[src/rtl/clock_ratio_meter_pkg.sv]
// clock_ratio_meter_pkg: state encoding and default parameters shared by clock_ratio_meter.
package clock_ratio_meter_pkg;
    typedef enum logic [1:0] {
        IDLE    = 2'd0,
        ARM     = 2'd1,
        MEASURE = 2'd2,
        HOLD    = 2'd3
    } state_e;
    localparam int DEF_COUNT_WIDTH = 32;
    localparam int DEF_TIMEOUT     = 65535;
endpackage

[src/rtl/clock_ratio_meter_sync_edge_detect.sv]
// sync_edge_detect: 2-flop synchronizer plus history flop; reports level and single-cycle rise/fall.
module sync_edge_detect (
    input  logic clk,
    input  logic rst,
    input  logic d,
    output logic level,
    output logic rise,
    output logic fall
);
    logic s1_q, s2_q, p_q;
    always_ff @(posedge clk or negedge rst)
        if (!rst) {s1_q, s2_q, p_q} <= '0;
        else {s1_q, s2_q, p_q} <= {d, s1_q, s2_q};
    assign level = s2_q;
    assign rise  = s2_q & ~p_q;
    assign fall  = ~s2_q & p_q;
endmodule

[src/rtl/clock_ratio_meter.sv]
// clock_ratio_meter: measures period (and high time with CLOCK_RATIO_METER_DUTY_EN) of slow sig_in in clk cycles.
// Results are offered on a valid/ready handshake; timeout qualifies a result as abandoned.
module clock_ratio_meter
    import clock_ratio_meter_pkg::*;
#(
    parameter int                     COUNT_WIDTH = DEF_COUNT_WIDTH,
    parameter logic [COUNT_WIDTH-1:0] TIMEOUT     = COUNT_WIDTH'(DEF_TIMEOUT)
) (
    input  logic                   clk,
    input  logic                   rst,
    input  logic                   sig_in,
    input  logic                   start,
    output logic                   busy,
    output logic                   valid,
    input  logic                   ready,
    output logic [COUNT_WIDTH-1:0] period_out,
    output logic [COUNT_WIDTH-1:0] high_out,
    output logic                   timeout
);
    state_e                 state_q, state_d;
    logic                   level, rise, unused_fall, expire, done, abort;
    logic [COUNT_WIDTH-1:0] cnt_q, cnt_d, cnt_inc, period_q, period_d;
    logic                   timeout_q, timeout_d;

    sync_edge_detect u_sync (
        .clk  (clk),
        .rst  (rst),
        .d    (sig_in),
        .level(level),
        .rise (rise),
        .fall (unused_fall)
    );

    assign cnt_inc = &cnt_q ? cnt_q : cnt_q + COUNT_WIDTH'(1);
    // expire fires on the cycle whose increment lands on TIMEOUT
    assign expire  = cnt_q >= TIMEOUT - COUNT_WIDTH'(1);
    assign done    = state_q == MEASURE && rise;
    assign abort   = busy && !rise && expire;

    always_ff @(posedge clk or negedge rst)
        if (!rst) state_q <= IDLE;
        else state_q <= state_d;

    always_comb begin
        state_d = state_q;
        unique case (state_q)
            IDLE:    if (start) state_d = ARM;
            ARM:     state_d = rise ? MEASURE : expire ? HOLD : ARM;
            MEASURE: if (rise || expire) state_d = HOLD;
            HOLD:    if (ready) state_d = start ? ARM : IDLE;
        endcase
    end

    always_comb begin
        busy  = state_q == ARM || state_q == MEASURE;
        valid = state_q == HOLD;
    end

    always_comb begin
        cnt_d     = state_q == ARM && rise ? COUNT_WIDTH'(1) : busy ? cnt_inc : state_d == ARM ? '0 : cnt_q;
        period_d  = done ? cnt_q : abort ? '0 : period_q;
        timeout_d = done ? 1'b0 : abort ? 1'b1 : timeout_q;
    end

    always_ff @(posedge clk or negedge rst)
        if (!rst) begin
            cnt_q     <= '0;
            period_q  <= '0;
            timeout_q <= 1'b0;
        end else begin
            cnt_q     <= cnt_d;
            period_q  <= period_d;
            timeout_q <= timeout_d;
        end

    assign period_out = period_q;
    assign timeout    = timeout_q;

`ifdef CLOCK_RATIO_METER_DUTY_EN
    logic [COUNT_WIDTH-1:0] hcnt_q, hcnt_d, high_q, high_d;
    // the rise cycle itself is already high, hence the start value of 1
    always_comb begin
        hcnt_d = state_q == ARM && rise ? COUNT_WIDTH'(1)
               : state_q == MEASURE && level && !(&hcnt_q) ? hcnt_q + COUNT_WIDTH'(1) : hcnt_q;
        high_d = done ? hcnt_q : abort ? '0 : high_q;
    end
    always_ff @(posedge clk or negedge rst)
        if (!rst) begin
            hcnt_q <= '0;
            high_q <= '0;
        end else begin
            hcnt_q <= hcnt_d;
            high_q <= high_d;
        end
    assign high_out = high_q;
`else
    logic unused_level;
    assign unused_level = level;
    assign high_out     = '0;
`endif
endmodule
[config.mk]
export PLATFORM = sky130hd
export DESIGN_NAME = clock_ratio_meter
export DESIGN_NICKNAME = d
export VERILOG_FILES = /design/src/rtl/clock_ratio_meter_pkg.sv /design/src/rtl/clock_ratio_meter_sync_edge_detect.sv /design/src/rtl/clock_ratio_meter.sv
export SDC_FILE = /design/constraint.sdc
export NUM_CORES = 1
export LEC_CHECK = 0
export CORE_MARGIN = 2
export CORE_UTILIZATION = 52
export CTS_CLUSTER_DIAMETER = 40
export DETAILED_ROUTE_END_ITERATION = 8
export PLACE_DENSITY = 0.8
export SYNTH_ARGS = -nofsm -noshare
export SYNTH_HDL_FRONTEND = slang
export SYNTH_SLANG_ARGS = --single-unit
[constraint.sdc]
create_clock -name clk -period 2.2 [get_ports clk]
set_input_delay 0.44 -clock clk [delete_from_list [all_inputs] [get_ports clk]]
set_output_delay 0.44 -clock clk [all_outputs]
set_load 0.01 [all_outputs]
# After elaboration in Yosys (flattened, before gate mapping)
# Cells that the tools add are included.
[word_totals]
reg_bits = 70
inputBits = 5
output_inout_bits = 67
wordCells = 43
[op_classes]
n_addsub = 1
magnitude_cmp = 1
n_eq_ne = 5
muxes = 15
bitwise = 2
reduce_logical = 12
[op_table]
columns = ["cell", "count"]
rows = [
  ["32-bit 2-to-1 mux", 6],
  ["32-bit by 1-bit adder with 32-bit output (second input constant)", 1],
  ["32-bit by 16-bit greater-or-equal comparator with 1-bit output (second input constant)", 1],
  ["32-bit AND reduction", 1],
  ["2-bit 2-to-1 mux", 5],
  ["2-bit case mux with 4 select lines", 1],
  ["2-bit by 1-bit equality test with 1-bit output (second input constant)", 2],
  ["2-bit equality test (second input constant)", 2],
  ["1-bit logical AND", 4],
  ["1-bit 2-to-1 mux", 3],
  ["3-bit by 2-bit inequality test with 1-bit output (second input constant)", 1],
  ["3-bit nonzero test", 1],
  ["2-bit zero test", 1],
  ["1-bit logical OR", 2],
  ["2-bit AND reduction", 1],
  ["2-bit nonzero test", 1],
  ["1-bit AND", 1],
  ["1-bit zero test", 1],
  ["1-bit NOT", 1],
]

# Logic depth before layout (Yosys ltp)
# Gate-level depths: netlist of run 1.
[depth]
ltp_word = 9
depth_mapped = 9
ltp_nobuf = 8

# Modules after synthesis
# From an unflattened synthesis of run 1, not the netlist that was laid out.
[unflattened]
cells_unflattened = 362
hier_area_um2 = 3717.3
[by_module_without_submodules]
columns = ["mod", "n_inst", "cells_each", "area_each_um2", "seq_area_each_um2"]
rows = [
  ["clock_ratio_meter", 1, 357, 3627.2, 1676.6],
  ["sync_edge_detect", 1, 5, 90.1, 75.1],
]

# Least setup slack after synthesis of run 1
# OpenSTA, ideal clock, no wires.
[synth_timing]
path_kind = "reg2reg"
from = "register state_q[0]"
to = "register cnt_q[0]"
setup_ps = 125
arrival_ps = 1944
t_required_ps = 2075
setup_slack_ps = 131
stages_incl_launch_ff = 9
path_buffers = 0
synth_period_minus_slack_ps = 2069
path_cell_list = "dfrtp_1 inv_1 ha_1 inv_1 nor4_1 and3_1 o211ai_1 a31oi_1 o21ai_1"
[synth_rtl]
columns = ["element", "line_no", "text"]
rows = [
  ["start, declared", "clock_ratio_meter.sv:20", "state_e state_q, state_d;"],
  ["start signal, assigned", "clock_ratio_meter.sv:42", "else state_q <= state_d;"],
  ["2-bit by 1-bit equality test with 1-bit output / 2-bit equality test (equally long branches)", "clock_ratio_meter.sv:55", "busy = state_q == ARM || state_q == MEASURE;"],
  ["1-bit logical OR *", "clock_ratio_meter.sv:55", ""],
  ["net busy", "clock_ratio_meter.sv:13", "output logic busy,"],
  ["3-bit by 2-bit inequality test with 1-bit output (no line), or another cell as far along", "n/a", ""],
  ["2-bit AND reduction (no line) / 32-bit 2-to-1 mux (equally long branches)", "n/a", ""],
  ["end signal, assigned", "clock_ratio_meter.sv:71", "cnt_q <= cnt_d;"],
  ["end, declared", "clock_ratio_meter.sv:22", "logic [COUNT_WIDTH-1:0] cnt_q, cnt_d, cnt_inc, period_q, period_d;"],
]
# Mark *: on every way through the listed nets, which the timed path passes. The rest lies on a longest branch.
# A chain may end at the register's enable or synchronous reset.

# Final worst setup path of run 1
[layout_timing]
from = "register state_q[1]"
to = "register cnt_q[0]"
[layout_via]
elab_chain_len = 5
[layout_lines]
columns = ["element", "line_no", "text"]
rows = [
  ["2-bit equality test, or another cell as far along", "clock_ratio_meter.sv:46", "unique case (state_q)"],
  ["2-bit case mux with 4 select lines", "clock_ratio_meter.sv:46", ""],
  ["2-bit by 1-bit equality test with 1-bit output", "clock_ratio_meter.sv:60", "cnt_d = state_q == ARM && rise ? COUNT_WIDTH'(1) : busy ? cnt_inc : state_d == ARM ? '0 : cnt_q;"],
  ["3-bit nonzero test (no line)", "n/a", ""],
  ["2-bit AND reduction (no line)", "n/a", ""],
]
# Parallel ways exist; a longest one is shown, timed or not.

==> results of run 1 <==
-- kinds of logic after synthesis --
kind of cell,Yosys count,share of synthesized area
AOI/OAI and AO/OA,119,0.237
xor gates and xnor gates,1,0.00232
adders and majority gates,6,0.0199
buffers and inverters,69,0.107
DFF,70,0.464
muxes,1,0.00299
other,1,0.000994
and+or+nand+nor,111,0.165
-- state kept, by name, summed over array words and instances, names as in the netlist --
| register | flops |
|---|---|
| cnt_q | 32 |
| u_sync.s1_q | 1 |
| state_q | 2 |
| u_sync.level | 1 |
| timeout | 1 |
| period_out | 32 |
| u_sync.p_q | 1 |
-- placed cells by master (no fill, tap or decap), types with 2 or more instances in the layout --
master            n
dfrtp_1          69
clkinv_2          4
nor4_4            2
nor4_1            6
conb_1           32
nor2_1           28
and3_1            6
a22o_1           33
nand4_1          10
o21a_1            3
a31oi_1          18
o221ai_1          2
dlymetal6s2s_1    2
or4_4             2
clkinvlp_4        2
nor3_1            5
a41oi_2           2
buf_6             2
and4_1            3
nand2_1          25
a21oi_1          14
a21boi_0          3
inv_1            11
a31o_2            2
nand2b_1          3
nand3_2           2
nand3_1           7
clkdlybuf4s50_1  36
a41oi_1          18
nor2_2            4
clkbuf_8          9
o21ai_0          14
buf_4            52
ha_1              5
-- per-stage QoR --
step / instance area [sq um] / setup TNS, ps / std cells / util / setup WS [ps]
after floorplan: 3890 / 0 / 409 / - / 131
after detailed placement: 4430 / -10560 / 540 / 0.621 / -407
final: 4720 / 0 / 561 / 0.661 / 77.3
after global routing: 4720 / -4.18 / 561 / 0.661 / -4.18
after global placement: 4430 / -8780 / 540 / 0.621 / -322
after CTS: 4650 / 0 / 556 / 0.652 / 9.31
-- metal layers --
| layer | part of all wire | wire, microns | global-route usage | vias up |
|---|---|---|---|---|
| met5 | 0 | 0 | 0 | - |
| met4 | 0.011 | 102 | 0.0868 | 0 |
| met3 | 0.055 | 521 | 0.0572 | 12 |
| met2 | 0.49 | 4660 | 0.410 | 116 |
| met1 | 0.44 | 4170 | 0.334 | 1668 |
| li1 | - | - | - | 1510 |
-- worst paths after layout --
| path | end | cells after the start | slack, ps | from |
|---|---|---|---|---|
| worst max-delay path | cnt_q[0] | 9 | 80 | state_q[1] |
| worst min-delay path | period_out[0] | 2 | 70 | rst |
| worst max register to register | cnt_q[0] | 9 | 80 | state_q[1] |
| worst min register to register | u_sync.level | 0 | 350 | u_sync.s1_q |
| max in group asynchronous | u_sync.level | 2 | 1780 | rst |
| min in group clk | u_sync.level | 0 | 350 | u_sync.s1_q |
-- power groups by stage --
stage | Sequential [W] | Combinational, W | Clock (W)
final | 0.00200 | 0.00372 | 0.00102
after global routing | 0.00205 | 0.00403 | 0.00109
after CTS | 0.00200 | 0.00354 | 0.00102
after detailed placement | 0.00202 | 0.00345 | 0
after global placement | 0.00200 | 0.00334 | 0
after floorplan | 0.00198 | 0.00208 | 0
-- timing repair --
| item | in CTS | in global routing |
|---|---|---|
| resized for setup | 7 | 8 |
| setup buffers | 0 | 5 |
| setup endpoints to repair | 27 | 29 |
| pin swaps | 1 | 4 |
-- layout make-up --
cell class	instances	area (sq um)
multi-input combinational	270	1780
timing repair buffer	94	823
tap	99	124
clock inverter	7	65.1
inverter	12	45.0
clock buffer	9	124
sequential	70	1750
fill	575	2420
-- worst register-to-register path: stages, from the launching register on --
cell	delay [ps]
dfrtp_1	390
inv_2	90
ha_1	230
and3b_1	260
nor4_1	300
buf_4	170
and3_1	180
o211ai_1	130
a31oi_1	180
o21ai_1	80
==> results_dict.tcl, run 1 <==
set metrics [dict create \
    cp.required_ps 2440 \
    first_pass_iters 4 \
    vias 3306 \
    outcome "finished clean" \
    ys_ff_latch 70 \
    insertion_delay_ps 350 \
    syn2layout_area_growth_pct 25.1 \
    initial_utilization 0.528 \
    p_clk_frac 0.151 \
    h-tree-depth 3 \
    yosys_warnings 0 \
    io_pins 72 \
    grt_max_degree 71 \
    track_usage 0.252 \
    finalHoldViolCount 0 \
    grt_pass1_vias 3205 \
    path_clk_slew_ps 80 \
    synth_top_area_share 0.464 \
    drive_gt1_frac 0.212 \
    comb_power_share 0.552 \
    io_buffers 39 \
    postSynth.asyncResetShare 1.00 \
    antenna_found_initial 0 \
    diodes 0 \
    cts_buffers 9 \
    period_needed_ps 2120 \
    crit_buf_inv 2 \
    ys.flop_type "dfrtp_1" \
    final_min_period_over_clock_period 0.965 \
    cellLeakagePower_nw 2.12 \
    syn_area_sq_mm 0.00377 \
    startpoint_type "register" \
    grt_overflow 0 \
    cts_root_buf "clkbuf_8" \
    cts_tree "built" \
    p_seq_frac 0.297 \
    drc 0 \
    ys_top_cells_by_area "dfrtp_1 (46%), a22o_1 (7.7%), buf_4 (6.4%)" \
    cts_sinks 70 \
    synth_top_cell_by_area "dfrtp_1" \
    path_max_fanout 5 \
    setup_violations 0 \
    cp_top_family "simple AND/OR/NAND/NOR gates" \
    ir_worst_vdd_mv 0.734 \
    die_area_sq_mm 0.00795 \
    slowest_delay_ps 390 \
    crit_path_cell_trace "inv_2 > ha_1 > and3b_1 > nor4_1 > buf_4 > and3_1 > o211ai_1 > a31oi_1 > o21ai_1" \
    cp_data_arrival_time_ps 2360 \
    holdWs_ps 68.3 \
    slowest_stage "dfrtp_1" \
    crit_type "reg2reg" \
    cap_violations 0 \
    nNetsFinal 468 \
    core_region_area_sq_mm 0.00714 \
    drt_first_iter_violations 190 \
    p_sw_w 0.00299 \
    cts_hold_buf 0 \
    internal_power_w 0.00375 \
    hp-class "in2async" \
    cts.path.max_buffers 2 \
    ant_nets 0 \
    end_kind "register" \
    syn_area_per_cell_sq_um 9.98 \
    synth_common_cells "dfrtp_1 (70), a22o_1 (33), buf_4 (32), nor2_1 (32), nand2_1 (25)" \
    design_power_total_w 0.00674 \
    post_drt_wl_per_cell_microns 16.9 \
    ys_types 49 \
    clock_skew_ps 9.31 \
    grt_pass1_wl_microns 15400 \
    viasPerCell 5.89 \
    drt-total-wl_microns 9460 \
    slew_violations 0 \
    rows 31 \
    synth_cells 378 \
    hpwl_microns 6550 \
    die_w_microns 89.2 \
    seq_area_frac_synth 0.464 \
    fp.dieH_microns 89.2 \
    switching_share 0.443 \
    power_density_mw_per_mm2 1430 \
    place.gp.congestion 0.925 \
    synth_edf_count 0 \
    yosysMostFrequentCell "dfrtp_1" \
    max_freq_mhz 471 \
]
Note: power is estimated with default switching activity, not from simulation.
==> run 2, diff against run 1 <==
- RECOVER_POWER: unset -> 25
==> run 2 against run 1 <==
The run now ends with max-capacitance violations, max-slew violations left. First-iteration DRC count unchanged. Largest cell class unchanged. Largest power group unchanged. Non-clock buffer count did not move. Clock power hardly changed. Critical path depth did not move. Clock-buffer cell count did not move. Clock skew is the same. Worst hold slack better by 290 ps. Sequential share of layout area up 0.12 points. Maximum frequency about the same.
==> results_dict.tcl, run 2 (synthesis gave the netlist of run 1 again) <==
set metrics [dict create \
    outcome "complete, but fails checks" \
    failed_checks "max-capacitance violations, max-slew violations" \
    cellLeakagePower_nw 2.12 \
    reg2regPathDepth 9 \
    slew_headroom -0.136 \
    startpoint_type "register" \
    initial_utilization 0.528 \
    cts_sinks 70 \
    cts_hold_buf 0 \
    drive_gt1_frac 0.212 \
    drt-total-wl_microns 9450 \
    post_drt_wl_per_cell_microns 16.9 \
    nNetsFinal 468 \
    drc 0 \
    h-tree-depth 3 \
    cts.path.max_buffers 2 \
    p_seq_frac 0.298 \
    die_area_sq_mm 0.00795 \
    final_min_period_over_clock_period 0.965 \
    power_density_mw_per_mm2 1430 \
    antenna_found_initial 0 \
    grt_pass1_vias 3205 \
    path_clk_slew_ps 80 \
    ir_worst_vdd_mv 0.733 \
    slew_violations 71 \
    worst_pin_slew_ps 1700 \
    viasPerCell 5.90 \
    cts_buffers 9 \
    cp_data_arrival_time_ps 2360 \
    end_kind "register" \
    setup_violations 0 \
    vias 3309 \
    p_clk_frac 0.151 \
    die_w_microns 89.2 \
    rows 31 \
    hpwl_microns 6550 \
    fillers 577 \
    utilization 0.659 \
    grt_max_degree 71 \
    grt_overflow 0 \
    max_freq_mhz 471 \
    syn2layout_area_growth_pct 24.7 \
    track_usage 0.252 \
    worstHoldPathCells 0 \
    path_max_fanout 5 \
    finalHoldViolCount 0 \
    hp-class "reg2reg" \
    diodes 0 \
    clock_skew_ps 9.31 \
    io_buffers 39 \
    internal_power_w 0.00375 \
    cts_tree "built" \
    p_sw_w 0.00299 \
    switching_share 0.443 \
    core_region_area_sq_mm 0.00714 \
    fp.dieH_microns 89.2 \
    insertion_delay_ps 350 \
    drt_first_iter_violations 190 \
    holdWs_ps 354 \
    grt_pass1_wl_microns 15400 \
    cts_root_buf "clkbuf_8" \
    period_needed_ps 2120 \
    comb_power_share 0.552 \
    cp.required_ps 2440 \
    final_cell_mix "dfrtp_1 (69), buf_4 (52), clkdlybuf4s50_1 (36)" \
    layout_commonest_cell "dfrtp_1" \
    place.gp.congestion 0.925 \
    first_pass_iters 5 \
    ant_nets 0 \
    cap_violations 1 \
    io_pins 72 \
    crit_type "reg2reg" \
]
==> run 2: critical path, stage by stage (launching register included) <==
cell and delay [ps]:
dfrtp_1 390, inv_2 90, ha_1 220, and3b_1 260
nor4_1 300, buf_4 170, and3_1 180, o211ai_1 130
a31oi_1 170, o21ai_1 80
==> run 2: power groups by stage <==
stage	logic, W	registers [W]	clock network [W]
floorplan	0.00208	0.00198	0
global placement	0.00334	0.00200	0
detailed placement	0.00345	0.00202	0
CTS	0.00354	0.00200	0.00102
global route	0.00403	0.00205	0.00109
finish	0.00371	0.00200	0.00102
==> run 2: area by class of cell <==
type | instances | area, sq um | area share
sequential | 70 | 1750 | 0.373
inverter | 12 | 45.0 | 0.00958
clock inverter | 7 | 65.1 | 0.0138
tap | 99 | 124 | 0.0263
clock buffer | 9 | 124 | 0.0263
timing repair buffer | 94 | 808 | 0.172
multi-input combinational | 270 | 1780 | 0.379
==> run 2: worst paths after layout <==
| path | slack, ps | start | end |
|---|---|---|---|
| setup / recovery | 80 | state_q[1] | cnt_q[0] |
| hold / removal | 350 | u_sync.s1_q | u_sync.level |
| setup reg to reg | 80 | state_q[1] | cnt_q[0] |
| hold reg to reg | 350 | u_sync.s1_q | u_sync.level |
| max in group asynchronous | 530 | rst | state_q[0] |
| min in group asynchronous | 580 | rst | state_q[0] |
==> run 2: stage by stage <==
step / instances / TNS [ps] / worst slack (ps) / area (sq um) / total power [W]
finish: 561 / 0 / 77.2 / 4700 / 0.00673
global route: 561 / -4.18 / -4.18 / 4700 / 0.00717
CTS: 556 / 0 / 9.31 / 4650 / 0.00656
detailed placement: 540 / -10560 / -407 / 4430 / 0.00547
global placement: 540 / -8780 / -322 / 4430 / 0.00533
floorplan: 409 / 0 / 131 / 3890 / 0.00406
==> run 2: timing repair <==
action                     CTS  global route
pin swaps                    1             4
buffers inserted             0             5
gates resized for setup      7             8
hold endpoints to repair     0             0
setup endpoints to repair   27            29
==> run 2: routing by layer <==
layer	routed length (microns)	up-vias	GRT usage
met5	0	-	0
li1	-	1510	-
met3	527	12	0.0572
met2	4660	118	0.410
met1	4170	1669	0.334
met4	102	0	0.0868
==> run 3, diff against run 2 <==
- REMOVE_ABC_BUFFERS: unset -> 1
==> run 3 against run 2 <==
Sequential share of layout area about the same. The run still ends with max-capacitance violations, max-slew violations left. Global-route usage decreased by 1.9 points. Power increased by 0.77%. Non-clock buffer count decreased by 8. Routed wire length decreased by 4.7%. Via count decreased by 0.51%. Worst hold slack got worse by 4.6 ps. Critical endpoint is now cnt_q[27]. Largest cell class unchanged.
==> results_dict.tcl, run 3 (synthesis gave the netlist of run 1 again) <==
set metrics [dict create \
    outcome "complete, but fails checks" \
    failed_checks "max-capacitance violations, max-slew violations" \
    crit_buf_inv 1 \
    grt_max_degree 71 \
    cp-startpoint "cnt_q[0]" \
    p_seq_frac 0.298 \
    slew_violations 71 \
    grt_pass1_vias 3077 \
    track_usage 0.233 \
    regToRegStartpoint "cnt_q[0]" \
    final_min_period_over_clock_period 0.973 \
    finalHoldViolCount 0 \
    antenna_found_initial 0 \
    grt_overflow 0 \
    max_freq_mhz 467 \
    grt_pass1_wl_microns 14400 \
    min-delay-start "u_sync.s1_q" \
    nNetsFinal 460 \
    crit_type "reg2reg" \
    cts_root_buf "clkbuf_8" \
    die_area_sq_mm 0.00795 \
    end_kind "register" \
    internal_power_w 0.00381 \
    path_clk_slew_ps 70 \
    cts.path.max_buffers 2 \
    core_region_area_sq_mm 0.00714 \
    worstHoldPathCells 0 \
    drt-total-wl_microns 9010 \
    reg2regPathDepth 8 \
    utilization 0.659 \
    cts_hold_buf 0 \
    switching_share 0.438 \
    hp-class "reg2reg" \
    cp_top_family "simple AND/OR/NAND/NOR gates" \
    initial_utilization 0.528 \
    insertion_delay_ps 350 \
    drive_gt1_frac 0.207 \
    layout_commonest_cell "dfrtp_1" \
    slowest_delay_ps 480 \
    startpoint_type "register" \
    syn2layout_area_growth_pct 24.7 \
    cellLeakagePower_nw 2.08 \
    cp_data_arrival_time_ps 2360 \
    rows 31 \
    cts_tree "built" \
    cp.required_ps 2410 \
    slew_headroom -0.132 \
    cts_sinks 70 \
    comb_power_share 0.559 \
    design_power_total_w 0.00679 \
    ir_worst_vdd_mv 0.843 \
    hpwl_microns 6020 \
    h-tree-depth 3 \
    clock_skew_ps 9.19 \
    power_density_mw_per_mm2 1440 \
    fillers 585 \
    first_pass_iters 4 \
    holdWs_ps 350 \
    r2r_end "cnt_q[27]" \
    place.gp.congestion 0.864 \
    viasPerCell 5.95 \
    worstHoldEndpoint "u_sync.level" \
    crit_path_cell_trace "ha_4 > nand3_1 > or4_4 > o31ai_4 > buf_4 > nor2_1 > a21oi_1 > a41oi_1" \
    reg2reg_slack_ps 60 \
    diodes 0 \
    io_buffers 39 \
    drt_first_iter_violations 245 \
    cap_violations 1 \
    die_w_microns 89.2 \
    path_max_fanout 5 \
    setup_violations 0 \
    worst_pin_slew_ps 1700 \
    fp.dieH_microns 89.2 \
    ant_nets 0 \
    drc 0 \
    cts_buffers 9 \
    p_clk_frac 0.144 \
    post_drt_wl_per_cell_microns 16.3 \
    io_pins 72 \
    final_cell_mix "dfrtp_1 (69), buf_4 (43), clkdlybuf4s50_1 (37)" \
    slowest_stage "or4_4" \
    p_sw_w 0.00297 \
    period_needed_ps 2140 \
    vias 3292 \
]
==> run 3: worst max path at each step <==
stage / cells past startpoint / end
after floorplan: 6 / period_out[0]
after CTS: 8 / cnt_q[1]
after detailed placement: 8 / cnt_q[1]
after global placement: 8 / cnt_q[21]
after global routing: 10 / cnt_q[23]
final: 8 / cnt_q[27]
==> run 3: layer usage <==
metal / routed length, microns / track usage / up-vias
met5: 0 / 0 / -
met3: 495 / 0.0305 / 20
li1: - / - / 1508
met2: 4330 / 0.376 / 137
met4: 166 / 0.102 / 0
met1: 4020 / 0.316 / 1627
==> run 3: timing repair <==
item | CTS | global route
resized for setup | 2 | 16
buffers inserted | 0 | 4
endpoints found under the setup margin | 2 | 33
pin swaps | 0 | 7
==> run 3: layout make-up <==
cell class,count,area [sq um],share of cell area
Clock inverter,3,17.5,0.00373
Sequential cell,70,1750,0.373
Clock buffer,13,169,0.0359
Multi-Input combinational cell,270,1820,0.386
Inverter,12,45.0,0.00958
Tap cell,99,124,0.0264
Timing Repair Buffer,86,776,0.165
==> run 3: power groups by stage <==
stage | Combinational [W] | Sequential (W) | Clock [W]
4_1_cts | 0.00355 | 0.00201 | 0.000990
6_report | 0.00379 | 0.00202 | 0.000974
5_1_grt | 0.00411 | 0.00207 | 0.00104
3_5_place_dp | 0.00348 | 0.00202 | 0
2_1_floorplan | 0.00165 | 0.00206 | 0
3_3_place_gp | 0.00339 | 0.00201 | 0
==> run 3: per-stage QoR <==
stage | worst slack (ps) | TNS, ps | instances | instance area [sq um]
after floorplan | -765 | -25770 | 352 | 3530
after global placement | -298 | -8310 | 533 | 4420
after detailed placement | -369 | -9460 | 533 | 4420
after CTS | 9.23 | 0 | 549 | 4620
after global routing | -44.2 | -330 | 553 | 4700
final | 58.3 | 0 | 553 | 4700
==> run 3: worst register-to-register path, stage by stage, from the launching register on <==
cell and delay (ps):
dfrtp_1 430, ha_4 180, nand3_1 100, or4_4 480, o31ai_4 380, buf_4 190
nor2_1 40, a21oi_1 150, a41oi_1 60
